<file path="config.mk">
export PLATFORM = sky130hd
export DESIGN_NAME = dti_fifo_async_wr_status
export DESIGN_NICKNAME = d
export VERILOG_FILES = /design/src/rtl/dti_fifo_async_wr_status_pkg.sv /design/src/rtl/dti_fifo_async_wr_status_sync.sv /design/src/rtl/dti_fifo_async_wr_status.sv
export SDC_FILE = /design/constraint.sdc
export NUM_CORES = 1
export LEC_CHECK = 0
export BUFFER_PORTS_ARGS = -buffer_cell sky130_fd_sc_hd__buf_2
export CAP_MARGIN = 20
export CORE_AREA = 4 4 41 43
export CTS_CLUSTER_SIZE = 25
export DETAILED_ROUTE_END_ITERATION = 10
export DIE_AREA = 0 0 45 47
export GPL_ROUTABILITY_DRIVEN = 1
export PLACE_DENSITY = 0.65
export REMOVE_ABC_BUFFERS = 1
export SLEW_MARGIN = 20
export SYNTH_ARGS = -nofsm -noshare
export SYNTH_HDL_FRONTEND = slang
export SYNTH_SLANG_ARGS = --single-unit
</file>
<file path="constraint.sdc">
create_clock -name clk -period 1.1 [get_ports clk]
set_input_delay 0.055 -clock clk [delete_from_list [all_inputs] [get_ports clk]]
set_output_delay 0.055 -clock clk [all_outputs]
set_load 0.05 [all_outputs]
</file>
<file path="src/rtl/dti_fifo_async_wr_status_pkg.sv">
// Shared async-FIFO helpers: depth/threshold constants and gray-to-binary conversion,
// used by both the write-side full block and the read-side empty block.
package dti_fifo_async_wr_status_pkg;

  localparam int DEFAULT_ADDR_WIDTH  = 4;
  localparam int DEFAULT_SYNC_STAGES = 2;

  function automatic int fifo_depth(input int addr_width);
    return 2 ** addr_width;
  endfunction

  function automatic int afull_thresh_default(input int addr_width);
    return fifo_depth(addr_width) - 2;
  endfunction

  // Zero-extended inputs convert correctly; callers keep the low ADDR_WIDTH+1 bits.
  function automatic logic [31:0] gray_to_bin(input logic [31:0] gray);
    logic [31:0] bin;
    bin[31] = gray[31];
    for (int i = 30; i >= 0; i--) begin
      bin[i] = bin[i+1] ^ gray[i];
    end
    return bin;
  endfunction

endpackage

</file>
<file path="src/rtl/dti_fifo_async_wr_status_sync.sv">
// Multi-bit flop-chain synchronizer (dti_sync_nff) with asynchronous active-low reset.
// Input must be gray coded so that at most one bit changes per source-clock update.
module dti_sync_nff #(
  parameter int WIDTH  = 5,
  parameter int STAGES = 2
) (
  input  logic             clk,
  input  logic             reset_n,
  input  logic [WIDTH-1:0] d_i,
  output logic [WIDTH-1:0] q_o
);

  logic [WIDTH-1:0] stage_q [STAGES];

  always_ff @(posedge clk or negedge reset_n) begin
    if (!reset_n) begin
      for (int i = 0; i < STAGES; i++) begin
        stage_q[i] <= '0;
      end
    end else begin
      stage_q[0] <= d_i;
      for (int i = 1; i < STAGES; i++) begin
        stage_q[i] <= stage_q[i-1];
      end
    end
  end

  assign q_o = stage_q[STAGES-1];

endmodule

</file>
<file path="src/rtl/dti_fifo_async_wr_status.sv">
// Write-side status of an async FIFO: synchronized read pointer, full/overflow flags and,
// when DTI_FIFO_ASYNC_WR_STATUS_LEVEL_EN is defined, the fill level and almost-full flag.
module dti_fifo_async_wr_status
  import dti_fifo_async_wr_status_pkg::*;
#(
  parameter int ADDR_WIDTH   = DEFAULT_ADDR_WIDTH,
  parameter int SYNC_STAGES  = DEFAULT_SYNC_STAGES,
  parameter int AFULL_THRESH = afull_thresh_default(ADDR_WIDTH)
) (
  input  logic                clk,
  input  logic                reset_n,
  input  logic                wr_req,
  output logic                wr_en,
  input  logic [ADDR_WIDTH:0] wr_gray_ptr_nx,
  input  logic [ADDR_WIDTH:0] wr_bin_ptr_nx,
  input  logic [ADDR_WIDTH:0] rd_gray_ptr,
  output logic                wr_full,
  output logic                wr_afull,
  output logic [ADDR_WIDTH:0] wr_level,
  output logic                wr_overflow
);

  logic [ADDR_WIDTH:0] rq_sync;
  logic                full_d;
  logic                full_q;
  logic                overflow_d;
  logic                overflow_q;

  dti_sync_nff #(
    .WIDTH  (ADDR_WIDTH + 1),
    .STAGES (SYNC_STAGES)
  ) u_rd_ptr_sync (
    .clk     (clk),
    .reset_n (reset_n),
    .d_i     (rd_gray_ptr),
    .q_o     (rq_sync)
  );

  assign wr_en = wr_req & ~full_q;

  // Full when the next write pointer has lapped the (stale) read pointer by one full depth.
  assign full_d = (wr_gray_ptr_nx ==
                   {~rq_sync[ADDR_WIDTH:ADDR_WIDTH-1], rq_sync[ADDR_WIDTH-2:0]});
  assign overflow_d = wr_req & full_q;

  always_ff @(posedge clk or negedge reset_n) begin
    if (!reset_n) begin
      full_q     <= 1'b0;
      overflow_q <= 1'b0;
    end else begin
      full_q     <= full_d;
      overflow_q <= overflow_d;
    end
  end

  assign wr_full     = full_q;
  assign wr_overflow = overflow_q;

`ifdef DTI_FIFO_ASYNC_WR_STATUS_LEVEL_EN
  localparam logic [ADDR_WIDTH:0] AFULL_LVL = (ADDR_WIDTH + 1)'(AFULL_THRESH);

  logic [ADDR_WIDTH:0] rq_bin;
  logic [ADDR_WIDTH:0] level_d;
  logic [ADDR_WIDTH:0] level_q;
  logic                afull_d;
  logic                afull_q;

  assign rq_bin  = (ADDR_WIDTH + 1)'(gray_to_bin(32'(rq_sync)));
  assign level_d = wr_bin_ptr_nx - rq_bin;
  assign afull_d = (level_d >= AFULL_LVL);

  always_ff @(posedge clk or negedge reset_n) begin
    if (!reset_n) begin
      level_q <= '0;
      afull_q <= 1'b0;
    end else begin
      level_q <= level_d;
      afull_q <= afull_d;
    end
  end

  assign wr_level = level_q;
  assign wr_afull = afull_q;
`else
  logic unused_bin_ptr;

  assign unused_bin_ptr = ^wr_bin_ptr_nx;
  assign wr_level       = '0;
  assign wr_afull       = 1'b0;
`endif

endmodule

</file>
**Word-level counts from Yosys, hierarchy flattened**

Cells that the tools add are included.

- Eq/ne operators: 1
- Bitwise operators: 4

Operators by type and width:

| cell | count |
|---|---|
| equality test 5 bit | 1 |
| AND 1 bit | 2 |
| NOT 2 bit | 1 |
| NOT 1 bit | 1 |

- Flip-flop bits (word level): 12
- Input port bits: 18
- Output and inout port bits: 9
- Logic and storage cells: 9

**Depth between registers and ports, before layout**

Gate-level depths: netlist of the first run.

- Word-level depth: 2
- Gate-level depth with buffers: 3
- Depth with buffers taken out: 3

**Modules after synthesis**

From an unflattened synthesis of the first run, not the netlist that was laid out.

- Cells, all modules: 33
- Area total of the unflattened synthesis: 457.9 sq um

Modules (own cells, without submodules):

| module | times used | cells each | area an instance (sq um) | seq. area each (sq um) |
|---|---|---|---|---|
| dti_sync_nff | 1 | 15 | 287.8 | 250.2 |
| dti_fifo_async_wr_status | 1 | 18 | 170.2 | 50.0 |

**Worst setup path after synthesis of the first run**

No wires, ideal clock.

- Kind: reg2out
- Start: reg full_q (netlist: wr_full)
- End: out wr_en
- Data arrival time: 1.325 ns
- Data required time: 1.045 ns
- Setup slack: -0.280 ns
- Cell stages (with the launch flop): 2
- Path buffers: 0
- Cells stage by stage: dfrtp_1 > nor2b_1

- Cells in the longest elaborated chain, start to end: 2

Ends and longest elaborated chain:

| what | line | text |
|---|---|---|
| from (decl) | dti_fifo_async_wr_status.sv:25 | `logic full_q;` |
| from (signal assigned) | dti_fifo_async_wr_status.sv:51 | `full_q <= full_d;` |
| NOT 1 bit | dti_fifo_async_wr_status.sv:39 | `assign wr_en = wr_req & ~full_q;` |
| AND 1 bit | dti_fifo_async_wr_status.sv:39 |  |
| to (decl) | dti_fifo_async_wr_status.sv:13 | `output logic wr_en,` |

Every way passes these cells.

**Worst setup path in the final report of the first run**

Ends and elaborated chain as after synthesis.

==> impl_metrics.env, run 1 <==
export IMPL_status="finished clean"
export IMPL_placed_cell_area_um2=488.0
export IMPL_areaGrowthSynthToFinish_pct=39.58
export IMPL_fin_crit_sh_pct=93.83
export IMPL_htree_levels=1
export IMPL_period_needed_ns=1.032
export IMPL_fmax_mhz=968.9
export IMPL_cts_setup_buffers=0
export IMPL_critical_path_max_fanout=3
export IMPL_detail_route_iter0_violations=0
export IMPL_skew_ns=0.002171
export IMPL_path_clk_slew_ns=0.06
export IMPL_path_class="reg2out"
export IMPL_drcViolationCount=0
export IMPL_worstHoldStart="wr_req"
export IMPL_fin_util_pct=45.10
export IMPL_yosys_warnings=0
export IMPL_finalMaxSlewViolations=0
export IMPL_stdcell_area_um2=586.8
export IMPL_antenna_found_initial=0
export IMPL_drive_gt1_share_pct=38.46
export IMPL_place_congestion=0.5980
export IMPL_hold_violations=0
export IMPL_dieHeight_um=47
export IMPL_num_vias=248
export IMPL_ys_ff_latch=12
export IMPL_overflow=0
export IMPL_start_kind="flip-flop"
export IMPL_max_cap_violations=0
export IMPL_r2r_end="wr_full$_DFF_PN0_"
export IMPL_grt_pass1_vias=234
export IMPL_dp_final_hpwl_um=388.5
export IMPL_via_per_inst=3.701
export IMPL_root_buffer="clkbuf_4"
export IMPL_worst_setup_path_end_kind="output port"
export IMPL_holdCritPathClass="in2reg"
export IMPL_clock_sinks=12
export IMPL_clock_latency_ns=0.26
export IMPL_cp_required_ns=1.04
export IMPL_setup_viol=0
export IMPL_die_w_um=45
export IMPL_drtPass1Iterations=1
export IMPL_coreArea_um2=1301
export IMPL_worst_r2r_cell_count=3
export IMPL_p_leak_uw=0.0002951
export IMPL_power_density_nw_per_um2=1574
export IMPL_portBuffers=15
export IMPL_cts_tree="built"
export IMPL_grt_pass1_wl_um=972
export IMPL_rsz0062_at_grt="false"
export IMPL_r2r_start="u_rd_ptr_sync.q_o[1]$_DFF_PN0_"
export IMPL_cts_buffers=3
export IMPL_num_antenna_cells=0
export IMPL_syn_inst=28
export IMPL_ys_types=9
export IMPL_io_pins=27
export IMPL_holdPathEnd="wr_overflow$_DFF_PN0_"
export IMPL_rrSetupSlack_ns=0.22
export IMPL_routed_wl_um=531
export IMPL_wl_per_cell_um=7.925
export IMPL_rows=13
export IMPL_hold_depth=2
export IMPL_grt_usage_pct=6.930
export IMPL_die_area_um2=2115
export IMPL_nNetsFinal=71
export IMPL_syn_area_per_cell_um2=15.01
export IMPL_ys_seq_area_share_pct=71.43
export IMPL_synth_area_um2=420.4
export IMPL_detail_route_antenna_nets=0
export IMPL_grt_start_max_net_pins=13
export IMPL_start_util_pct=32.31
export IMPL_cts_max_path_buffers=2
export IMPL_crit_arrival_ns=0.98
export IMPL_ir_drop_uv=866.7
==> placed cells by master, fill, tap and decap left out, drive strengths merged <==
master and count:
and2 1, buf 14, clkbuf 5, conb 6, dfrtp 12, dlygate4sd3 6, nand3 1, nor2b 1
nor3 1, xnor2 3, xor2 2
==> synth_stat cells <==
| library cell | count | share of area [%] |
|---|---|---|
| dfrtp_1 | 12 | 71 |
| buf_4 | 6 | 11 |
| and2_1 | 1 | 1.5 |
| nor2b_1 | 1 | 1.5 |
| xnor2_1 | 3 | 6.3 |
| xor2_1 | 2 | 4.2 |
| conb_1 | 1 | 0.89 |
| nor3_2 | 1 | 2.4 |
| nand3_1 | 1 | 1.2 |
==> worst max-delay path, cell delays in order (launching register included) <==
cell	delay, ns
dfrtp_1	0.38
nor2b_1	0.11
clkbuf_4	0.23
==> report_power, final <==
part | switching [uW] | leakage (uW) | internal [uW]
Sequential | 6.42 | 0.000144 | 461
Clock | 123 | 0.0000210 | 201
Combinational | 85.8 | 0.000130 | 45.9
==> per-layer routing <==
layer / track usage [%] / vias to the layer above / wire (um)
li1: - / 121 / -
met1: 7.470 / 106 / 198
met2: 9.322 / 21 / 221
met3: 6.130 / 0 / 112
met4: 3.509 / 0 / 0
met5: 0 / - / 0
==> state kept, by name (all words and copies together), names as in the netlist <==
register,flops
wr_full,1
wr_overflow,1
u_rd_ptr_sync.q_o,5
u_rd_ptr_sync.stage_q,5
==> cell type report <==
type	instances	area [um^2]
clock buffer	4	36.28
timing repair buffer	21	137.6
multi-input combinational	15	93.84
tap	15	18.77
fill	116	714.4
sequential	12	300.3
==> cells by family (layout without fill, tap and decap cells) <==
| group | Yosys count | count (layout) | synth area share (%) |
|---|---|---|---|
| flops | 12 | 12 | 71.43 |
| buf+inv | 6 | 25 | 10.71 |
| xor+xnor | 5 | 5 | 10.42 |
| simple gates | 4 | 4 | 6.548 |
| other cells | 1 | 6 | 0.8920 |
==> through the flow <==
| stage | TNS, ns | hold WS, ns | instances | setup slack [ns] | total power (uW) |
|---|---|---|---|---|---|
| 2_1_floorplan | -0.2802 | -0.2406 | 27 | -0.2802 | 555.7 |
| 3_3_place_gp | 0 | -0.06792 | 57 | 0.2372 | 590.4 |
| 3_5_place_dp | 0 | -0.06626 | 57 | 0.2120 | 591.6 |
| 4_1_cts | 0 | 0.01368 | 67 | 0.01772 | 938.6 |
| 5_1_grt | 0 | 0.01724 | 67 | 0.003323 | 987.0 |
| 6_report | 0 | 0.02494 | 67 | 0.06787 | 923.5 |
==> what timing repair did <==
item | CTS | global route
resized for setup | 0 | 1
hold buffers | 6 | 0
hold endpoints to repair | 17 | 0
setup endpoints to repair | 0 | 1
==> worst max-delay path by stage <==
stage / from / endpoint / slack [ns] / cells after the start
floorplan: wr_full$_DFF_PN0_ / wr_en / -0.28 / 1
global placement: u_rd_ptr_sync.q_o[0]$_DFF_PN0_ / wr_full$_DFF_PN0_ / 0.24 / 3
detailed placement: u_rd_ptr_sync.q_o[1]$_DFF_PN0_ / wr_full$_DFF_PN0_ / 0.21 / 3
CTS: wr_full$_DFF_PN0_ / wr_en / 0.02 / 2
global route: wr_full$_DFF_PN0_ / wr_en / 0.003 / 2
finish: wr_full$_DFF_PN0_ / wr_en / 0.07 / 2
Power figures use the tool's default switching activity.
==> inputs of run 2 (changes only) <==
==> constraint.sdc (replaced) <==
create_clock -name clk -period 1 [get_ports clk]
set_input_delay 0.1 -clock clk [delete_from_list [all_inputs] [get_ports clk]]
set_output_delay 0.1 -clock clk [all_outputs]
set_load 0.05 [all_outputs]
==> impl_metrics.env, run 2 (synthesis results as in run 1) <==
export IMPL_rsz0062_at_grt="true"
export IMPL_slowest_stage="dfrtp_1"
export IMPL_hold_violations=0
export IMPL_layout_commonest_cell="buf_2"
export IMPL_skew_ns=0.002171
export IMPL_dieHeight_um=47
export IMPL_fmax_mhz=947.2
export IMPL_place_ws_ns=0.1120
export IMPL_nNetsFinal=71
export IMPL_fin_util_pct=45.10
export IMPL_ir_drop_uv=953.7
export IMPL_grt_pass1_wl_um=972
export IMPL_cp_num_buf_inv=1
export IMPL_grt_pass1_vias=234
export IMPL_portBuffers=15
export IMPL_regArea_um2=300.3
export IMPL_num_vias=248
export IMPL_path_clk_slew_ns=0.06
export IMPL_mostFrequentLayoutCells="buf_2 (14), dfrtp_1 (12), conb_1 (6), dlygate4sd3_1 (6)"
export IMPL_tns_ns=-0.05578
export IMPL_overflow=0
export IMPL_p_leak_uw=0.0002954
export IMPL_worst_r2r_cell_count=3
export IMPL_clock_sinks=12
export IMPL_dp_final_hpwl_um=388.5
export IMPL_grt_start_max_net_pins=13
export IMPL_routed_wl_um=533
export IMPL_path_class="reg2out"
export IMPL_max_cap_violations=0
export IMPL_root_buffer="clkbuf_4"
export IMPL_worstPathCellList="nor2b_1 > buf_4"
export IMPL_cts_max_path_buffers=2
export IMPL_rrSetupSlack_ns=0.12
export IMPL_via_per_inst=3.701
export IMPL_placed_cell_area_um2=488.0
export IMPL_cts_tree="built"
export IMPL_drtPass1Iterations=1
export IMPL_start_kind="flip-flop"
export IMPL_drive_gt1_share_pct=38.46
export IMPL_finalMaxSlewViolations=0
export IMPL_timing_critical_path_slowest_cell_delay_ns=0.38
export IMPL_htree_levels=1
export IMPL_die_area_um2=2115
export IMPL_cp_required_ns=0.90
export IMPL_clock_latency_ns=0.26
export IMPL_multi_input_area_um2=93.84
export IMPL_holdWs_ns=0.06994
export IMPL_fin_crit_sh_pct=105.6
export IMPL_die_w_um=45
export IMPL_status="finished, violations left"
export IMPL_num_antenna_cells=0
export IMPL_worstHoldStart="wr_req"
export IMPL_hold_depth=2
export IMPL_io_pins=27
export IMPL_detail_route_iter0_violations=0
export IMPL_crit_arrival_ns=0.96
export IMPL_critical_path_max_fanout=3
export IMPL_grt_usage_pct=6.930
export IMPL_worst_slack_ns=-0.05578
export IMPL_antenna_found_initial=0
export IMPL_crit_family="flip-flops"
export IMPL_drcViolationCount=0
export IMPL_cts_buffers=3
export IMPL_start_util_pct=32.31
export IMPL_cts_setup_buffers=0
export IMPL_coreArea_um2=1301
export IMPL_stdcell_area_um2=586.8
export IMPL_r2r_end="wr_full$_DFF_PN0_"
export IMPL_setup_viol=1
export IMPL_wl_per_cell_um=7.955
export IMPL_period_needed_ns=1.056
export IMPL_worst_setup_path_end_kind="output port"
export IMPL_fill_cells=116
export IMPL_holdCritPathClass="in2reg"
export IMPL_rows=13
export IMPL_areaGrowthSynthToFinish_pct=39.58
export IMPL_detail_route_antenna_nets=0
export IMPL_violations="negative setup slack"
export IMPL_power_density_nw_per_um2=1732
export IMPL_r2r_start="u_rd_ptr_sync.q_o[1]$_DFF_PN0_"
export IMPL_place_congestion=0.5980
export IMPL_holdPathEnd="wr_overflow$_DFF_PN0_"
-- run 2: cell types whose count changed in the layout (fill, tap and decap cells not counted), sizes merged --
cell / previous run / this run
buf: 14 / 15
clkbuf: 5 / 4
-- run 2: worst max-delay path by stage --
stage	startpoint	to	slack (ns)	depth (start not counted)
6_report	wr_full$_DFF_PN0_	wr_en	-0.06	2
5_1_grt	wr_full$_DFF_PN0_	wr_en	-0.11	2
4_1_cts	wr_full$_DFF_PN0_	wr_en	-0.07	2
3_5_place_dp	u_rd_ptr_sync.q_o[1]$_DFF_PN0_	wr_full$_DFF_PN0_	0.11	3
3_3_place_gp	u_rd_ptr_sync.q_o[0]$_DFF_PN0_	wr_full$_DFF_PN0_	0.14	3
2_1_floorplan	wr_full$_DFF_PN0_	wr_en	-0.43	1
-- run 2: metal layers --
layer	vias up	part of all wire (%)	GRT usage [%]	wire (um)
met4	0	0	3.509	0
met1	106	37	7.470	198
li1	121	-	-	-
met2	21	42	9.322	222
met3	0	21	6.130	112
met5	-	0	0	0
-- run 2: power breakdown --
part | switching [uW] | total, uW | internal (uW)
clock network | 136 | 356 | 221
registers | 7.07 | 515 | 508
logic | 94.6 | 145 | 50.7
-- run 2: stage by stage --
step / power, uW / std cells
after detailed placement: 650.8 / 57
final: 1016 / 67
after floorplan: 611.2 / 27
after global placement: 649.5 / 57
after global routing: 1086 / 67
after CTS: 1034 / 67
-- run 2: final cells by class --
class,count,share of cell area [%]
flip-flops and latches,12,51.17
clock buffers,4,6.183
repair buffers,21,23.45
multi-input cells,15,15.99
well taps,15,3.198
-- run 2: what timing repair did --
| action | 4_1_cts | 5_1_grt |
|---|---|---|
| pin swaps | 0 | 0 |
| gates cloned | 0 | 0 |
| setup endpoints to repair | 1 | 2 |
| hold buffers | 6 | 0 |
| gates resized for setup | 1 | 0 |
| hold endpoints to repair | 17 | 0 |
==> inputs of run 3 (changes only) <==
Settings changed: BUFFER_PORTS_ARGS -buffer_cell sky130_fd_sc_hd__buf_2 to -buffer_cell sky130_fd_sc_hd__buf_4.
==> impl_metrics.env, run 3 (synthesis results as in run 1) <==
export IMPL_routed_wl_um=644
export IMPL_coreArea_um2=1301
export IMPL_grt_start_max_net_pins=13
export IMPL_grt_usage_pct=8.703
export IMPL_stdcell_area_um2=633.1
export IMPL_overflow=0
export IMPL_cts_max_path_buffers=2
export IMPL_p_sw_share_pct=25.29
export IMPL_fin_crit_sh_pct=109.3
export IMPL_path_clk_slew_ns=0.08
export IMPL_cp_num_buf_inv=1
export IMPL_cts_buffers=3
export IMPL_max_cap_violations=0
export IMPL_path_class="reg2out"
export IMPL_htree_levels=1
export IMPL_slowest_stage="dfrtp_1"
export IMPL_worstHoldStart="wr_req"
export IMPL_p_int_uw=796.7
export IMPL_clockPowerShare_pct=36.3
export IMPL_num_antenna_cells=0
export IMPL_clock_latency_ns=0.28
export IMPL_grt_pass1_vias=260
export IMPL_crit_arrival_ns=0.99
export IMPL_die_area_um2=2115
export IMPL_drtPass1Iterations=2
export IMPL_grt_pass1_wl_um=1173
export IMPL_rsz0062_at_grt="true"
export IMPL_num_vias=266
export IMPL_critical_path_max_fanout=3
export IMPL_antenna_found_initial=0
export IMPL_cp_startpoint="wr_full$_DFF_PN0_"
export IMPL_worst_slack_ns=-0.09336
export IMPL_rows=13
export IMPL_placed_cell_area_um2=525.5
export IMPL_io_pins=27
export IMPL_worst_setup_path_end_kind="output port"
export IMPL_cp_required_ns=0.90
export IMPL_place_ws_ns=0.1261
export IMPL_holdCritPathClass="in2reg"
export IMPL_clock_sinks=12
export IMPL_period_needed_ns=1.093
export IMPL_cts_tree="built"
export IMPL_die_w_um=45
export IMPL_detail_route_iter0_violations=1
export IMPL_dp_final_hpwl_um=437.6
export IMPL_dieHeight_um=47
export IMPL_comb_power_share_pct=15.5
export IMPL_start_util_pct=32.31
export IMPL_power_switching_uw=269.6
export IMPL_drive_gt1_share_pct=39.62
export IMPL_root_buffer="clkbuf_4"
export IMPL_power_density_nw_per_um2=1684
export IMPL_hold_violations=0
export IMPL_p_seq_share_pct=48.3
export IMPL_ir_drop_uv=704.4
export IMPL_layout_commonest_cell="buf_4"
export IMPL_via_per_inst=3.912
export IMPL_wl_per_cell_um=9.471
export IMPL_areaGrowthSynthToFinish_pct=50.60
export IMPL_crit_family="flip-flops"
export IMPL_place_congestion=0.5945
export IMPL_setup_viol=1
export IMPL_p_leak_uw=0.0003123
export IMPL_rrSetupSlack_ns=0.13
export IMPL_violations="negative setup slack"
export IMPL_detail_route_antenna_nets=0
export IMPL_finalMaxSlewViolations=0
export IMPL_fmax_mhz=914.6
export IMPL_status="finished, violations left"
export IMPL_mostFrequentLayoutCells="buf_4 (15), dfrtp_1 (12), conb_1 (6), dlygate4sd3_1 (6)"
export IMPL_nNetsFinal=72
export IMPL_skew_ns=0.005295
export IMPL_portBuffers=15
export IMPL_timing_critical_path_slowest_cell_delay_ns=0.39
export IMPL_start_kind="flip-flop"
export IMPL_worstPathCellList="nor2b_1 > buf_6"
export IMPL_r2r_start="u_rd_ptr_sync.q_o[4]$_DFF_PN0_"
export IMPL_drcViolationCount=0
run 3: cell types whose count changed in the layout (fill, tap and decap cells not counted):
| cell | before | now |
|---|---|---|
| buf_4 | 1 | 15 |
| buf_2 | 14 | 0 |
| buf_6 | 0 | 1 |
run 3: cell type report:
class | instances | area [um^2]
multi-input combinational | 15 | 93.84
fill | 128 | 668.1
timing repair buffer | 22 | 183.9
tap | 15 | 18.77
clock buffer | 4 | 36.28
sequential | 12 | 300.3
run 3: power groups by stage:
stage / registers (uW) / clock network [uW] / logic, uW
after floorplan: 531 / 0 / 80.7
after CTS: 515 / 392 / 162
after global routing: 516 / 435 / 180
after global placement: 524 / 0 / 142
after detailed placement: 525 / 0 / 143
final: 515 / 387 / 165
run 3: per-layer routing:
| metal | routed length [um] | share of wire, % | GRT usage, % | up-vias |
|---|---|---|---|---|
| met4 | 11 | 1.7 | 5.263 | 0 |
| met2 | 290 | 45 | 11.86 | 23 |
| met5 | 0 | 0 | 0 | - |
| li1 | - | - | - | 122 |
| met1 | 212 | 33 | 9.398 | 119 |
| met3 | 129 | 20 | 6.897 | 2 |
run 3: timing repair:
| item | CTS | global route |
|---|---|---|
| setup endpoints to repair | 1 | 2 |
| setup buffers | 0 | 1 |
| gates resized for setup | 0 | 1 |
| hold endpoints to repair | 17 | 0 |
| hold buffers | 6 | 0 |
run 3: per-stage QoR:
| stage | instances | hold WS, ns | TNS (ns) | utilization [%] | power, uW |
|---|---|---|---|---|---|
| 3_5_place_dp | 57 | -0.05591 | 0 | 40.38 | 668.0 |
| 6_report | 68 | 0.03793 | -0.09336 | 48.65 | 1066 |
| 5_1_grt | 68 | 0.04000 | -0.1467 | 48.65 | 1132 |
| 3_3_place_gp | 57 | -0.06005 | 0 | 40.38 | 665.7 |
| 4_1_cts | 67 | 0.04420 | -0.09484 | 47.79 | 1068 |
| 2_1_floorplan | 27 | -0.1956 | -0.4252 | - | 611.2 |
run 3: worst register-to-register path, cell delays in order, from the launching register on:
cell and delay [ns]:
dfrtp_1 0.38, xor2_1 0.15, nand3_1 0.10, nor3_2 0.17
run 3: final timing paths:
kind	to	depth (start not counted)
min reg2reg	u_rd_ptr_sync.q_o[4]$_DFF_PN0_	0
min	wr_overflow$_DFF_PN0_	2
max	wr_en	2
max in group asynchronous	u_rd_ptr_sync.stage_q[8]$_DFF_PN0_	2
min in group asynchronous	wr_overflow$_DFF_PN0_	2
max reg2reg	wr_full$_DFF_PN0_	3
